<file path="src/rtl/risc_v_mike_fetch_unit_if.sv">
// Handshake bundle between the fetch unit, instruction memory and decode stage.
// Purely wires: no state, no added latency.
// Request and decode sides are valid/ready; the memory response side is never back-pressured.
interface risc_v_mike_fetch_unit_if #(
    parameter int PC_W    = 32,
    parameter int INSTR_W = 32
);
    logic               imem_req_valid;
    logic               imem_req_ready;
    logic [PC_W-1:0]    imem_req_addr;
    logic               imem_rsp_valid;
    logic [INSTR_W-1:0] imem_rsp_data;
    logic               redirect_valid;
    logic [PC_W-1:0]    redirect_pc;
    logic               dec_valid;
    logic               dec_ready;
    logic [INSTR_W-1:0] dec_instr;
    logic [PC_W-1:0]    dec_pc;
    logic [31:0]        perf_stall_cnt;
    logic [31:0]        perf_flush_cnt;

    // fetch unit side
    modport master (
        output imem_req_valid, imem_req_addr,
        input  imem_req_ready,
        input  imem_rsp_valid, imem_rsp_data,
        input  redirect_valid, redirect_pc,
        output dec_valid, dec_instr, dec_pc,
        input  dec_ready,
        output perf_stall_cnt, perf_flush_cnt
    );

    // memory / decode / branch-unit side
    modport slave (
        input  imem_req_valid, imem_req_addr,
        output imem_req_ready,
        output imem_rsp_valid, imem_rsp_data,
        output redirect_valid, redirect_pc,
        input  dec_valid, dec_instr, dec_pc,
        output dec_ready,
        input  perf_stall_cnt, perf_flush_cnt
    );
endinterface

</file>
<file path="src/rtl/risc_v_mike_fetch_unit.sv">
// Instruction fetch front end: PC generation, in-order prefetch buffer, redirect flush.
// Latency: response accepted in cycle N is offered to decode in N+1 (memory latency + 1 overall).
// Backpressure: requests stop when buffer slots plus pending discards reach FIFO_DEPTH; decode stalls hold entries.
// Optional perf counters are built when RISC_V_MIKE_FETCH_PERF_EN is defined; otherwise they read 0.
module risc_v_mike_fetch_unit #(
    parameter int              PC_W         = 32,
    parameter int              INSTR_W      = 32,
    parameter int              FIFO_DEPTH   = 4,
    parameter logic [PC_W-1:0] RESET_VECTOR = '0
) (
    input  logic                     clk,
    input  logic                     rst,
    risc_v_mike_fetch_unit_if.master bus
);
    localparam int IDX_W = $clog2(FIFO_DEPTH);
    localparam int PTR_W = IDX_W + 1;
    localparam int CNT_W = PTR_W + 1;
    localparam logic [PTR_W-1:0] PTR_ONE   = PTR_W'(1);
    localparam logic [CNT_W-1:0] DEPTH_CNT = CNT_W'(FIFO_DEPTH);

    logic [PC_W-1:0]    fetch_pc;
    logic [PC_W-1:0]    ent_pc    [FIFO_DEPTH];
    logic [INSTR_W-1:0] ent_instr [FIFO_DEPTH];

    // alloc: next slot to request, fill: next slot awaiting data, rd: next slot for decode
    logic [PTR_W-1:0] alloc_ptr;
    logic [PTR_W-1:0] fill_ptr;
    logic [PTR_W-1:0] rd_ptr;
    // responses still owed for requests orphaned by a redirect
    logic [PTR_W-1:0] drop_cnt;

    logic [PTR_W-1:0] occ;
    logic [PTR_W-1:0] outstanding;
    logic [CNT_W-1:0] credit_used;
    logic             req_valid;
    logic             dec_valid;
    logic             req_fire;
    logic             rsp_ok;
    logic             dec_fire;
    logic [1:0]       unused_redirect_lsb;

    assign occ         = alloc_ptr - rd_ptr;
    assign outstanding = (alloc_ptr - fill_ptr) + drop_cnt;
    assign credit_used = {1'b0, occ} + {1'b0, drop_cnt};

    // Discarded responses still hold a credit so the memory never has more in flight than we can absorb.
    assign req_valid = !rst && (credit_used < DEPTH_CNT);
    assign dec_valid = (fill_ptr != rd_ptr);

    assign req_fire = req_valid && bus.imem_req_ready;
    // A response with nothing outstanding is a protocol error and is ignored entirely.
    assign rsp_ok   = bus.imem_rsp_valid && (outstanding != '0);
    assign dec_fire = dec_valid && bus.dec_ready;

    assign bus.imem_req_valid = req_valid;
    assign bus.imem_req_addr  = fetch_pc;
    assign bus.dec_valid      = dec_valid;
    assign bus.dec_instr      = ent_instr[rd_ptr[IDX_W-1:0]];
    assign bus.dec_pc         = ent_pc[rd_ptr[IDX_W-1:0]];

    assign unused_redirect_lsb = bus.redirect_pc[1:0];

    // PC, buffer pointers and entries; redirect wins over every other update
    always_ff @(posedge clk) begin
        if (rst) begin
            fetch_pc  <= RESET_VECTOR;
            alloc_ptr <= '0;
            fill_ptr  <= '0;
            rd_ptr    <= '0;
            drop_cnt  <= '0;
            for (int i = 0; i < FIFO_DEPTH; i++) begin
                ent_pc[i]    <= '0;
                ent_instr[i] <= '0;
            end
        end else if (bus.redirect_valid) begin
            fetch_pc  <= {bus.redirect_pc[PC_W-1:2], 2'b00};
            alloc_ptr <= '0;
            fill_ptr  <= '0;
            rd_ptr    <= '0;
            // everything in flight, plus a request issued now, minus a response consumed now
            drop_cnt  <= outstanding + PTR_W'(req_fire) - PTR_W'(rsp_ok);
        end else begin
            if (req_fire) begin
                ent_pc[alloc_ptr[IDX_W-1:0]] <= fetch_pc;
                alloc_ptr                    <= alloc_ptr + PTR_ONE;
                fetch_pc                     <= fetch_pc + PC_W'(4);
            end
            if (rsp_ok) begin
                if (drop_cnt != '0) begin
                    drop_cnt <= drop_cnt - PTR_ONE;
                end else if (fill_ptr != alloc_ptr) begin
                    ent_instr[fill_ptr[IDX_W-1:0]] <= bus.imem_rsp_data;
                    fill_ptr                       <= fill_ptr + PTR_ONE;
                end
            end
            if (dec_fire) begin
                rd_ptr <= rd_ptr + PTR_ONE;
            end
        end
    end

`ifdef RISC_V_MIKE_FETCH_PERF_EN
    logic [31:0] stall_cnt;
    logic [31:0] flush_cnt;

    // saturating counts of decode-starved cycles and thrown-away responses
    always_ff @(posedge clk) begin
        if (rst) begin
            stall_cnt <= '0;
            flush_cnt <= '0;
        end else begin
            if (!dec_valid && (stall_cnt != '1)) begin
                stall_cnt <= stall_cnt + 32'd1;
            end
            if (rsp_ok && (bus.redirect_valid || (drop_cnt != '0)) && (flush_cnt != '1)) begin
                flush_cnt <= flush_cnt + 32'd1;
            end
        end
    end

    assign bus.perf_stall_cnt = stall_cnt;
    assign bus.perf_flush_cnt = flush_cnt;
`else
    assign bus.perf_stall_cnt = '0;
    assign bus.perf_flush_cnt = '0;
`endif
endmodule
</file>
<file path="src/flat_wrapper.sv">
// flat-port wrapper written by rule: the top's interface ports become plain ports
module risc_v_mike_fetch_unit_flat 
#(
    parameter int              PC_W         = 32,
    parameter int              INSTR_W      = 32,
    parameter int              FIFO_DEPTH   = 4,
    parameter logic [PC_W-1:0] RESET_VECTOR = '0
)
  (clk, rst, bus_imem_req_valid, bus_imem_req_addr, bus_imem_req_ready, bus_imem_rsp_valid, bus_imem_rsp_data, bus_redirect_valid, bus_redirect_pc, bus_dec_valid, bus_dec_instr, bus_dec_pc, bus_dec_ready, bus_perf_stall_cnt, bus_perf_flush_cnt);
  risc_v_mike_fetch_unit_if #(.PC_W(PC_W), .INSTR_W(INSTR_W)) bus_i ();
  input  logic clk;
  input  logic rst;
  output wire logic [$bits(bus_i.imem_req_valid)-1:0] bus_imem_req_valid;
  output wire logic [$bits(bus_i.imem_req_addr)-1:0] bus_imem_req_addr;
  input wire logic [$bits(bus_i.imem_req_ready)-1:0] bus_imem_req_ready;
  input wire logic [$bits(bus_i.imem_rsp_valid)-1:0] bus_imem_rsp_valid;
  input wire logic [$bits(bus_i.imem_rsp_data)-1:0] bus_imem_rsp_data;
  input wire logic [$bits(bus_i.redirect_valid)-1:0] bus_redirect_valid;
  input wire logic [$bits(bus_i.redirect_pc)-1:0] bus_redirect_pc;
  output wire logic [$bits(bus_i.dec_valid)-1:0] bus_dec_valid;
  output wire logic [$bits(bus_i.dec_instr)-1:0] bus_dec_instr;
  output wire logic [$bits(bus_i.dec_pc)-1:0] bus_dec_pc;
  input wire logic [$bits(bus_i.dec_ready)-1:0] bus_dec_ready;
  output wire logic [$bits(bus_i.perf_stall_cnt)-1:0] bus_perf_stall_cnt;
  output wire logic [$bits(bus_i.perf_flush_cnt)-1:0] bus_perf_flush_cnt;
  assign bus_imem_req_valid = bus_i.imem_req_valid;
  assign bus_imem_req_addr = bus_i.imem_req_addr;
  assign bus_i.imem_req_ready = bus_imem_req_ready;
  assign bus_i.imem_rsp_valid = bus_imem_rsp_valid;
  assign bus_i.imem_rsp_data = bus_imem_rsp_data;
  assign bus_i.redirect_valid = bus_redirect_valid;
  assign bus_i.redirect_pc = bus_redirect_pc;
  assign bus_dec_valid = bus_i.dec_valid;
  assign bus_dec_instr = bus_i.dec_instr;
  assign bus_dec_pc = bus_i.dec_pc;
  assign bus_i.dec_ready = bus_dec_ready;
  assign bus_perf_stall_cnt = bus_i.perf_stall_cnt;
  assign bus_perf_flush_cnt = bus_i.perf_flush_cnt;
  risc_v_mike_fetch_unit #(.PC_W(PC_W), .INSTR_W(INSTR_W), .FIFO_DEPTH(FIFO_DEPTH), .RESET_VECTOR(RESET_VECTOR)) u_core (.clk(clk), .rst(rst), .bus(bus_i));
endmodule
</file>
<file path="config.mk">
export PLATFORM = sky130hd
export DESIGN_NAME = risc_v_mike_fetch_unit_flat
export DESIGN_NICKNAME = d
export VERILOG_FILES = /design/src/rtl/risc_v_mike_fetch_unit_if.sv /design/src/rtl/risc_v_mike_fetch_unit.sv /design/src/flat_wrapper.sv
export SDC_FILE = /design/constraint.sdc
export NUM_CORES = 1
export LEC_CHECK = 0
export CAP_MARGIN = 30
export CORE_MARGIN = 2
export CORE_UTILIZATION = 50
export DETAILED_ROUTE_END_ITERATION = 10
export GPL_TIMING_DRIVEN = 0
export PLACE_DENSITY_LB_ADDON = 0.1
export REMOVE_ABC_BUFFERS = 1
export SYNTH_ARGS = -nofsm -noshare
export SYNTH_HDL_FRONTEND = slang
export SYNTH_SLANG_ARGS = --single-unit
</file>
<file path="constraint.sdc">
create_clock -name clk -period 8.55 [get_ports clk]
set_input_delay 1.71 -clock clk [delete_from_list [all_inputs] [get_ports clk]]
set_output_delay 1.71 -clock clk [all_outputs]
set_load 0.05 [all_outputs]
</file>
Yosys cells after proc, flatten, opt, wreduce, memory -nomap -nowiden
Memories as Yosys holds them, arrays and structs flattened. A register that Yosys moved wholly into a read port is not among the register bits.
Index checks and enable logic that the tools add are counted.
{ "totals": {"regBits": 44, "ram_bits": 256, "in_bits": 70, "output_inout_bits": 162, "elab_cells": 65, "n_memories": 2} }
{ "mem_list": {"columns": ["memory", "words", "width", "rd", "rd_clocked_by_memory_dff", "write_ports", "line", "source"], "rows": [
  ["u_core.ent_instr", 4, 32, 1, 1, 4, "risc_v_mike_fetch_unit.sv:23", "logic [INSTR_W-1:0] ent_instr [FIFO_DEPTH];"],
  ["u_core.ent_pc", 4, 32, 1, 1, 4, "risc_v_mike_fetch_unit.sv:22", "logic [PC_W-1:0] ent_pc [FIFO_DEPTH];"]
]} }
{ "classes": {"addsub": 11, "magnitude_cmp": 1, "n_eq_ne": 2, "mux": 27, "n_bitwise": 1, "reduce_logical": 15} }
{ "op_table": {"columns": ["operator", "n"], "rows": [
  ["2-to-1 mux 32 bit", 4],
  ["OR reduction 32 bit", 2],
  ["adder 32 x 3 -> 32 bit, second input constant", 1],
  ["2-to-1 mux 1 bit", 14],
  ["2-to-1 mux 2 bit", 6],
  ["adder 3 x 1 -> 3 bit, second input constant", 3],
  ["2-to-1 mux 3 bit", 3],
  ["!= test 3 bit", 2],
  ["nonzero test 2 bit", 3],
  ["nonzero test 3 bit", 2],
  ["subtractor 3 bit", 2],
  ["adder 3 x 3 -> 4 bit", 1],
  ["logical AND 1 bit", 4],
  ["less-than comparator 4 x 3 -> 1 bit, second input constant", 1],
  ["adder 3 x 1 -> 3 bit", 1],
  ["adder 3 bit", 1],
  ["AND reduction 3 bit", 1],
  ["subtractor 3 x 1 -> 3 bit", 1],
  ["subtractor 3 x 1 -> 3 bit, second input constant", 1],
  ["AND reduction 2 bit", 1],
  ["OR reduction 2 bit", 1],
  ["zero test 1 bit", 1],
  ["inverter 1 bit", 1]
]} }

Depth between registers and ports, before layout
Gate-level depths: netlist of run 1.
{ "logic_depth": {"depth_word": 11, "mapped_depth": 18, "mapped_depth_nobuf": 18} }

Worst setup path after synthesis of run 1
OpenSTA, ideal clock, no wires.
{ "synth_timing": {"path_kind": "reg2out", "from": "reg u_core.alloc_ptr[0]", "to": "out bus_imem_req_valid", "arrival_ps": 2495, "t_required_ps": 6840, "path_slack_ps": 4345, "stages_incl_launch_ff": 10, "path_buffers": 0, "cell_sequence": "dfxtp_1 -> inv_1 -> ha_1 -> inv_1 -> fa_1 -> xor2_1 -> xnor2_1 -> ha_1 -> nor4_4 -> and2_1"} }
{ "synth_between": {"elab_chain_len": 4} }
{ "synth_lines": {"columns": ["item", "line", "source"], "rows": [
  ["start, declared", "risc_v_mike_fetch_unit.sv:26", "logic [PTR_W-1:0] alloc_ptr;"],
  ["start signal, assigned", "risc_v_mike_fetch_unit.sv:85", "alloc_ptr <= alloc_ptr + PTR_ONE;"],
  ["subtractor 3 bit", "risc_v_mike_fetch_unit.sv:42", "assign occ = alloc_ptr - rd_ptr;"],
  ["adder 3 x 3 -> 4 bit", "risc_v_mike_fetch_unit.sv:44", "assign credit_used = {1'b0, occ} + {1'b0, drop_cnt};"],
  ["less-than comparator 4 x 3 -> 1 bit", "risc_v_mike_fetch_unit.sv:47", "assign req_valid = !rst && (credit_used < DEPTH_CNT);"],
  ["logical AND 1 bit", "risc_v_mike_fetch_unit.sv:47", null],
  ["end, declared", "flat_wrapper.sv:13", "output wire logic [$bits(bus_i.imem_req_valid)-1:0] bus_imem_req_valid;"]
]} }
Every way passes these cells.

Worst setup path after layout of run 1
Ends and elaborated chain as after synthesis.

==> flow_summary.rst, run 1 <==
.. list-table::
   :header-rows: 1

   * - Metric
     - Value
   * - Max-slew headroom at the worst pin
     - 0.338
   * - Routed Wire Length
     - 31,300 microns
   * - Via count of the first global-routing pass
     - around 8.2k
   * - Synth Warn #
     - 0
   * - Clock insertion delay at the later pin of the skew report
     - approximately 550 ps
   * - Total of hold buffers inserted after clock tree synthesis
     - 0
   * - Class of the most critical setup path
     - reg -> out
   * - Fin nets
     - roughly 1.2k
   * - Residual antenna-violating net count after detailed routing
     - 0
   * - CTS Buf Count
     - 31
   * - Startpoint types
     - flip-flop
   * - Area contributors post-synth
     - edfxtp_1 53%, mux4_2 10%, and2_1 6.5%
   * - Critical path peak fanout
     - 12
   * - Portion of synthesized cell area occupied by the leading cell type
     - 0.531
   * - Area of the mapped netlist
     - between 10,000 and 15,000 sq um
   * - Cts repair resizes
     - 0
   * - Outcome
     - complete, no violations
   * - Total negative slack for setup checks
     - 0 ps
   * - GR met3 Demand/Resource
     - 0.0357
   * - Library cell with the largest summed area after synthesis
     - edfxtp_1
   * - Final global-route overflow total
     - 0
   * - Maximum buffer depth of the clock tree
     - 3
   * - All-Layer GR Usage
     - 0.214
   * - Total of fill cells in the finished design
     - about 2.2k
   * - Net Sw Frac
     - 0.263
   * - Growth of design area from synthesis to finish
     - 19.5%
   * - Proportion of power drawn by combinational gates
     - 0.144
   * - IO buf count
     - around 160
   * - CTS H-tree lvls
     - 1
   * - Net switching power figure
     - 909 uW
   * - Required time of the worst setup path
     - between 6000 and 7000 ps
   * - Setup-failing EPs final
     - 0
   * - Class of the most critical hold timing path
     - reg -> reg
   * - Buffers inserted by post-CTS timing repair
     - 0
   * - Routability cong.
     - slightly below 0.8
   * - First-pass detailed-route iteration total
     - 5
   * - Die extent in y
     - approximately 170 microns
   * - Number of design-rule violations left by the first detailed-router iteration
     - ~580
   * - Most crowded layer after global routing
     - met2
   * - Final core utilization
     - 0.604
   * - Total via count after detailed routing
     - roughly 8.3k
   * - Clock network fraction of design power
     - 0.378
   * - Die Area
     - roughly 29,000 sq um
   * - Fmax
     - between 150 and 200 MHz
   * - DRC errors left
     - 0
   * - Crit path arrival time
     - 4200 ps
   * - Average vias per placed instance
     - between 5 and 6
   * - Met2 layer usage reported by global route
     - 0.363
   * - Seq cells post-synth
     - approximately 300
   * - Antenna diodes
     - 0
   * - Cell chosen for the clock root
     - clkbuf_16
   * - Hold Violations, Final
     - 0
   * - Max-cap violation count
     - 0
   * - Most numerous cell in the Yosys netlist
     - edfxtp_1
   * - Mean area per synthesized cell
     - around 14 sq um
   * - Synth Flop Type
     - edfxtp_1
   * - Final period demand of the worst path
     - around 6000 ps
   * - Pin count of the biggest net entering global routing
     - 56
   * - Met1 demand-to-capacity share in global routing
     - 0.296
   * - Unique cell type count in the Yosys netlist
     - 60
   * - Internal Dissipation
     - roughly 2500 uW
   * - Cells after Synth
     - just over 1k
   * - Detailed-placement wirelength estimate
     - 19,300 microns
   * - Post-layout total power
     - 3450 uW
   * - Routed wire per std cell
     - a little over 20 microns
   * - Static leakage
     - 0.00635 uW
   * - Worst Slack Setup Final
     - between 2000 and 3000 ps
   * - Starting density of the core
     - 0.506
   * - Worst vdd ir
     - about 150 uV
   * - Crit end category
     - output pin
   * - Relative contribution of sequential cells to total power
     - 0.477
   * - Number of synthesized flops with an enable pin
     - roughly 250
   * - RSZ-0062 raised after global routing
     - false
   * - Number of pins exceeding their max-slew limit in the final report
     - 0
   * - Global-route wire length before repair
     - 47,900 microns
   * - P per Cell Area
     - between 200 and 250 nW/um^2
   * - Share of flip-flops with an asynchronous set or reset
     - 0
   * - Share of the clock period used by the worst path
     - 0.691
   * - Initial antenna violation count
     - 0
   * - Placeable Area
     - ~28,000 sq um
   * - FP Rows
     - 61
   * - Worst setup slack before clock tree synthesis
     - ~2600 ps
   * - Total clock sinks
     - roughly 290
   * - Share of layout cells above drive strength 1
     - 0.132
   * - Clk pin slew, worst setup/hold paths
     - 60 ps
   * - Die extent in x
     - 171 microns
   * - Number of placed I/O pins
     - between 200 and 250
   * - Hold_ws
     - 523 ps
   * - Worst Skew
     - ~7.5 ps
   * - Sequential area share after synthesis
     - 0.594
   * - Clock tree from TritonCTS
     - yes
   * - Most frequent cells after synthesis
     - 248 x edfxtp_1, 145 x and2_1, 95 x and3_1
   * - Pin slew with the least headroom to its limit
     - about 990 ps
## cells in the final DEF (no fill, tap or decap), types with 12 or more instances in the layout
cell,instances
edfxtp_1,248
clkdlybuf4s50_1,160
and2_1,145
and3_1,95
conb_1,68
mux4_2,62
dfxtp_1,42
nor2_1,41
clkbuf_16,31
xnor2_1,28
nand2_1,24
inv_1,17
nor4_1,15
a211oi_1,14
ha_1,13
xor2_1,12
## area by class of cell
cell class / count / area (sq um) / share of cell area
Timing Repair Buffer: 172 / 1840 / 0.110
Multi-Input combinational cell: 630 / 5030 / 0.300
Sequential cell: 292 / 8340 / 0.498
Tap cell: 378 / 473 / 0.0282
Clock buffer: 44 / 875 / 0.0522
Inverter: 19 / 71.3 / 0.00426
Clock inverter: 14 / 123 / 0.00732
## per-layer routing
layer | up-vias | wire (microns)
li1 | 3870 | -
met1 | 4119 | 13600
met2 | 230 | 15400
met3 | 33 | 1850
met4 | 0 | 427
met5 | - | 0
## cell families (layout without fill, tap and decap cells)
group | Yosys count | after routing | share of synthesized area
AND/OR/NAND/NOR | 379 | 379 | 0.162
other | 1 | 68 | 0.000268
AO/OA/AOI/OAI | 55 | 55 | 0.0280
adder cells (fa/ha/maj) | 17 | 17 | 0.0173
XOR/XNOR | 42 | 42 | 0.0278
multiplexers | 69 | 69 | 0.105
flip-flops | 292 | 292 | 0.594
buffers and inverters | 156 | 249 | 0.0656
## stage by stage
stage | instance area (sq um) | std cells
CTS | 16700 | 1549
floorplan | 13400 | 941
global placement | 15500 | 1480
global route | 16700 | 1549
finish | 16700 | 1549
detailed placement | 15700 | 1491
## worst max-delay path, cell delays in order (launching register included)
cell             delay (ps)
dfxtp_1                 710
inv_1                   320
ha_1                    270
inv_1                    70
fa_1                    170
xor2_1                  180
xnor2_1                 140
ha_1                    270
nor4_4                  510
and2_1                  210
clkdlybuf4s50_1         800
## power groups by stage
stage                     Clock (uW)  Combinational (uW)  Sequential, uW
after global placement             0                 491            1680
after detailed placement           0                 499            1680
after floorplan                    0                 307            1700
after global routing            1380                 536            1660
final                           1310                 498            1650
after CTS                       1330                 501            1650
## sequential cells by signal, summed over array words and instances, names as in the netlist, named ones only
name                      flops
u_core.alloc_ptr              3
u_core.bus.imem_req_addr     30
u_core.drop_cnt               3
u_core.ent_instr            128
u_core.ent_pc               120
u_core.fill_ptr               3
u_core.rd_ptr                 3
## path summary, 6_finish.rpt
path / start / endpoint / slack [ps] / depth (start not counted)
min reg2reg: u_core.rd_ptr[1] / flip-flop / 520 / 2
min: u_core.rd_ptr[1] / flip-flop / 520 / 2
max: u_core.alloc_ptr[0] / bus_imem_req_valid / 2640 / 10
max reg2reg: u_core.alloc_ptr[0] / u_core.ent_pc[0][9] / 2660 / 14
(Power assumes the default switching activity.)
==> inputs of run 2 (changes only) <==
==> constraint.sdc (replaced) <==
create_clock -name clk -period 6 [get_ports clk]
set_input_delay 1.2 -clock clk [delete_from_list [all_inputs] [get_ports clk]]
set_output_delay 1.2 -clock clk [all_outputs]
set_load 0.05 [all_outputs]
==> flow_summary.rst, run 2 (same netlist as run 1, synthesis figures left out) <==
.. list-table::
   :header-rows: 1

   * - Metric
     - Value
   * - Outcome
     - complete, no violations
   * - Critical path peak fanout
     - 34 (+22)
   * - Series of cell instances along the critical path
     - inv_1, ha_1, inv_1, fa_1, xor2_1, xnor2_1, ha_1, nor4_4, nand3_2, inv_2, nand2_2, nor3_4, buf_8, or2_4
   * - Hold_sp
     - u_core.rd_ptr[1]
   * - Static leakage
     - 0.00635 uW (about the same)
   * - Share of layout cells above drive strength 1
     - 0.132 (unchanged)
   * - Fmax
     - around 180 MHz
   * - Die extent in y
     - 171 microns (unchanged)
   * - Required time of the worst setup path
     - 6190 ps (-650 ps)
   * - Post-layout total power
     - 4920 uW (+43%)
   * - FP Rows
     - 61 (unchanged)
   * - DRC errors left
     - 0 (unchanged)
   * - Residual antenna-violating net count after detailed routing
     - 0 (unchanged)
   * - Placeable Area
     - 27,700 sq um (unchanged)
   * - Total via count after detailed routing
     - 8,267 (+0.18%)
   * - Net switching power figure
     - 1300 uW (+43%)
   * - Routed Wire Length
     - 31,400 microns (+0.13%)
   * - Die Area
     - 29,400 sq um (unchanged)
   * - Routed wire per std cell
     - 20.2 microns (+0.13%)
   * - Number of cells after detailed placement
     - 1,491 (unchanged)
   * - First-pass detailed-route iteration total
     - 5 (unchanged)
   * - Proportion of power drawn by combinational gates
     - 0.144 (about the same)
   * - Worst flop-to-flop path startpoint
     - u_core.alloc_ptr[0]
   * - Total of hold buffers inserted after clock tree synthesis
     - 0 (unchanged)
   * - Setup-failing EPs final
     - 0 (unchanged)
   * - Number of placed I/O pins
     - 232 (unchanged)
   * - Total of fill cells in the finished design
     - 2,217 (+0.045%)
   * - Share of the clock period used by the worst path
     - 0.941
   * - Number of pins exceeding their max-slew limit in the final report
     - 0 (unchanged)
   * - Final global-route overflow total
     - 0 (unchanged)
   * - Routability cong.
     - 0.769 (unchanged)
   * - Hold Violations, Final
     - 0 (unchanged)
   * - Starting density of the core
     - 0.506 (unchanged)
   * - Total clock sinks
     - 292 (unchanged)
   * - Class of the most critical hold timing path
     - reg -> reg
   * - Worst Skew
     - 7.61 ps (+0.130 ps)
   * - Count of cells along the worst hold path
     - 2 (unchanged)
   * - R2r setup slk
     - 350 ps (-2310 ps)
   * - Crit end category
     - flip-flop
   * - Clock insertion delay at the later pin of the skew report
     - 550 ps (about the same)
   * - Die extent in x
     - 171 microns (unchanged)
   * - Critical-path cell with the highest stage delay
     - dfxtp_1
   * - Crit path arrival time
     - 5830 ps (+1630 ps)
   * - Worst vdd ir
     - 213 uV (+42%)
   * - Post-place instance area
     - 15,700 sq um (unchanged)
   * - CTS Buf Count
     - 31 (unchanged)
   * - Clock tree from TritonCTS
     - yes
   * - Pin count of the biggest net entering global routing
     - 56 (unchanged)
   * - Number of design-rule violations left by the first detailed-router iteration
     - 579 (+0.70%)
   * - Startpoint types
     - flip-flop
   * - Relative contribution of sequential cells to total power
     - 0.477 (about the same)
   * - P per Cell Area
     - 294 nW/um^2 (+43%)
   * - Initial antenna violation count
     - 0 (unchanged)
   * - Final core utilization
     - 0.605 (about the same)
   * - Average vias per placed instance
     - 5.34 (+0.18%)
   * - Cell chosen for the clock root
     - clkbuf_16
   * - Via count of the first global-routing pass
     - 8,220 (unchanged)
   * - Buffers inserted by post-CTS timing repair
     - 0 (unchanged)
   * - Maximum buffer depth of the clock tree
     - 3 (unchanged)
   * - Largest register by flop count
     - u_core.ent_instr
   * - Net Sw Frac
     - 0.263 (+0.000295)
   * - Cts repair resizes
     - 0 (unchanged)
   * - Final design area excluding fillers
     - 16,700 sq um (about the same)
   * - Cells on worst reg2reg path
     - 14 (unchanged)
   * - RSZ-0062 raised after global routing
     - false
   * - Max-cap violation count
     - 0 (unchanged)
   * - Growth of design area from synthesis to finish
     - 19.5% (about the same)
   * - Max-slew headroom at the worst pin
     - 0.351 (+0.0133)
   * - Antenna diodes
     - 0 (unchanged)
   * - Fin nets
     - 1,233 (unchanged)
   * - Top library cells by usage in the layout, fill and taps aside
     - 248 x edfxtp_1, 160 x clkdlybuf4s50_1, 145 x and2_1, 95 x and3_1, 68 x conb_1
   * - Capture instance of the worst register-to-register path
     - u_core.ent_pc[0][9]
   * - IO buf count
     - 161 (unchanged)
   * - Internal Dissipation
     - 3630 uW (+43%)
   * - Global-route wire length before repair
     - 47,900 microns (unchanged)
   * - Cell Count, Final, Fillers Out
     - 1,549 (unchanged)
   * - Most frequent standard cell in the layout excluding fill and tap cells
     - edfxtp_1
   * - Final period demand of the worst path
     - 5650 ps
   * - Clock network fraction of design power
     - 0.379 (about the same)
   * - Number of flip-flops under the largest register name
     - 128 (unchanged)
   * - CTS H-tree lvls
     - 1 (unchanged)
   * - Class of the most critical setup path
     - reg -> reg
   * - All-Layer GR Usage
     - 0.214 (unchanged)
   * - Detailed-placement wirelength estimate
     - 19,300 microns (unchanged)
   * - Delay of the slowest cell on the worst path
     - 710 ps (-90 ps)
   * - Clk pin slew, worst setup/hold paths
     - 60 ps (about the same)
   * - Pin slew with the least headroom to its limit
     - 973 ps (-18.9 ps)
[run 2: cell count changes in the layout (fill, tap and decap cells not counted)]
cell,previous run,this run
or2_4,0,3
or2_2,4,1
[run 2: stage by stage]
step / TNS [ps] / hold WS (ps) / setup slack [ps]
finish: 0 / 521 / 354
global route: 0 / 562 / 77.8
CTS: 0 / 533 / 72.8
detailed placement: 0 / 524 / 116
global placement: -173990 / 519 / -1240
floorplan: 0 / 492 / 1340
[run 2: final cells by class]
cell class / instances / area, sq um / share of cell area
Clock buffer: 44 / 875 / 0.0522
Clock inverter: 14 / 123 / 0.00732
Inverter: 19 / 71.3 / 0.00426
Multi-Input combinational cell: 630 / 5030 / 0.301
Sequential cell: 292 / 8340 / 0.498
Tap cell: 378 / 473 / 0.0282
Timing Repair Buffer: 172 / 1840 / 0.110
[run 2: critical path, delay by kind of cell (launching register included)]
family | cells | cell delay (ps)
xor+xnor | 2 | 320
fa+ha+maj | 3 | 710
buf+inv | 4 | 1250
flops | 1 | 710
simple gates | 5 | 2260
[run 2: power groups by stage]
stage / Combinational (uW) / Clock [uW] / Sequential [uW]
after floorplan: 438 / 0 / 2420
after global placement: 700 / 0 / 2390
after global routing: 765 / 1970 / 2360
after detailed placement: 711 / 0 / 2390
final: 711 / 1860 / 2350
after CTS: 714 / 1890 / 2350
[run 2: how the worst max path moves through the flow]
stage,from,endpoint,slack (ps),cells after the start
floorplan,flip-flop,bus_dec_instr[0],1340,1
global placement,rst,u_core.ent_pc[2][10],-1240,7
detailed placement,u_core.alloc_ptr[0],u_core.ent_pc[0][9],120,14
CTS,u_core.alloc_ptr[0],u_core.ent_pc[0][2],70,14
global route,u_core.alloc_ptr[0],u_core.ent_pc[0][2],80,14
finish,u_core.alloc_ptr[0],u_core.ent_pc[0][9],350,14
[run 2: metal layers]
metal  global-route usage  vias up  share of wire
met5                    0        -              0
met4               0.0394        0          0.014
met3               0.0357       34          0.059
met2                0.363      227           0.49
met1                0.296     4135           0.44
li1                     -     3871              -
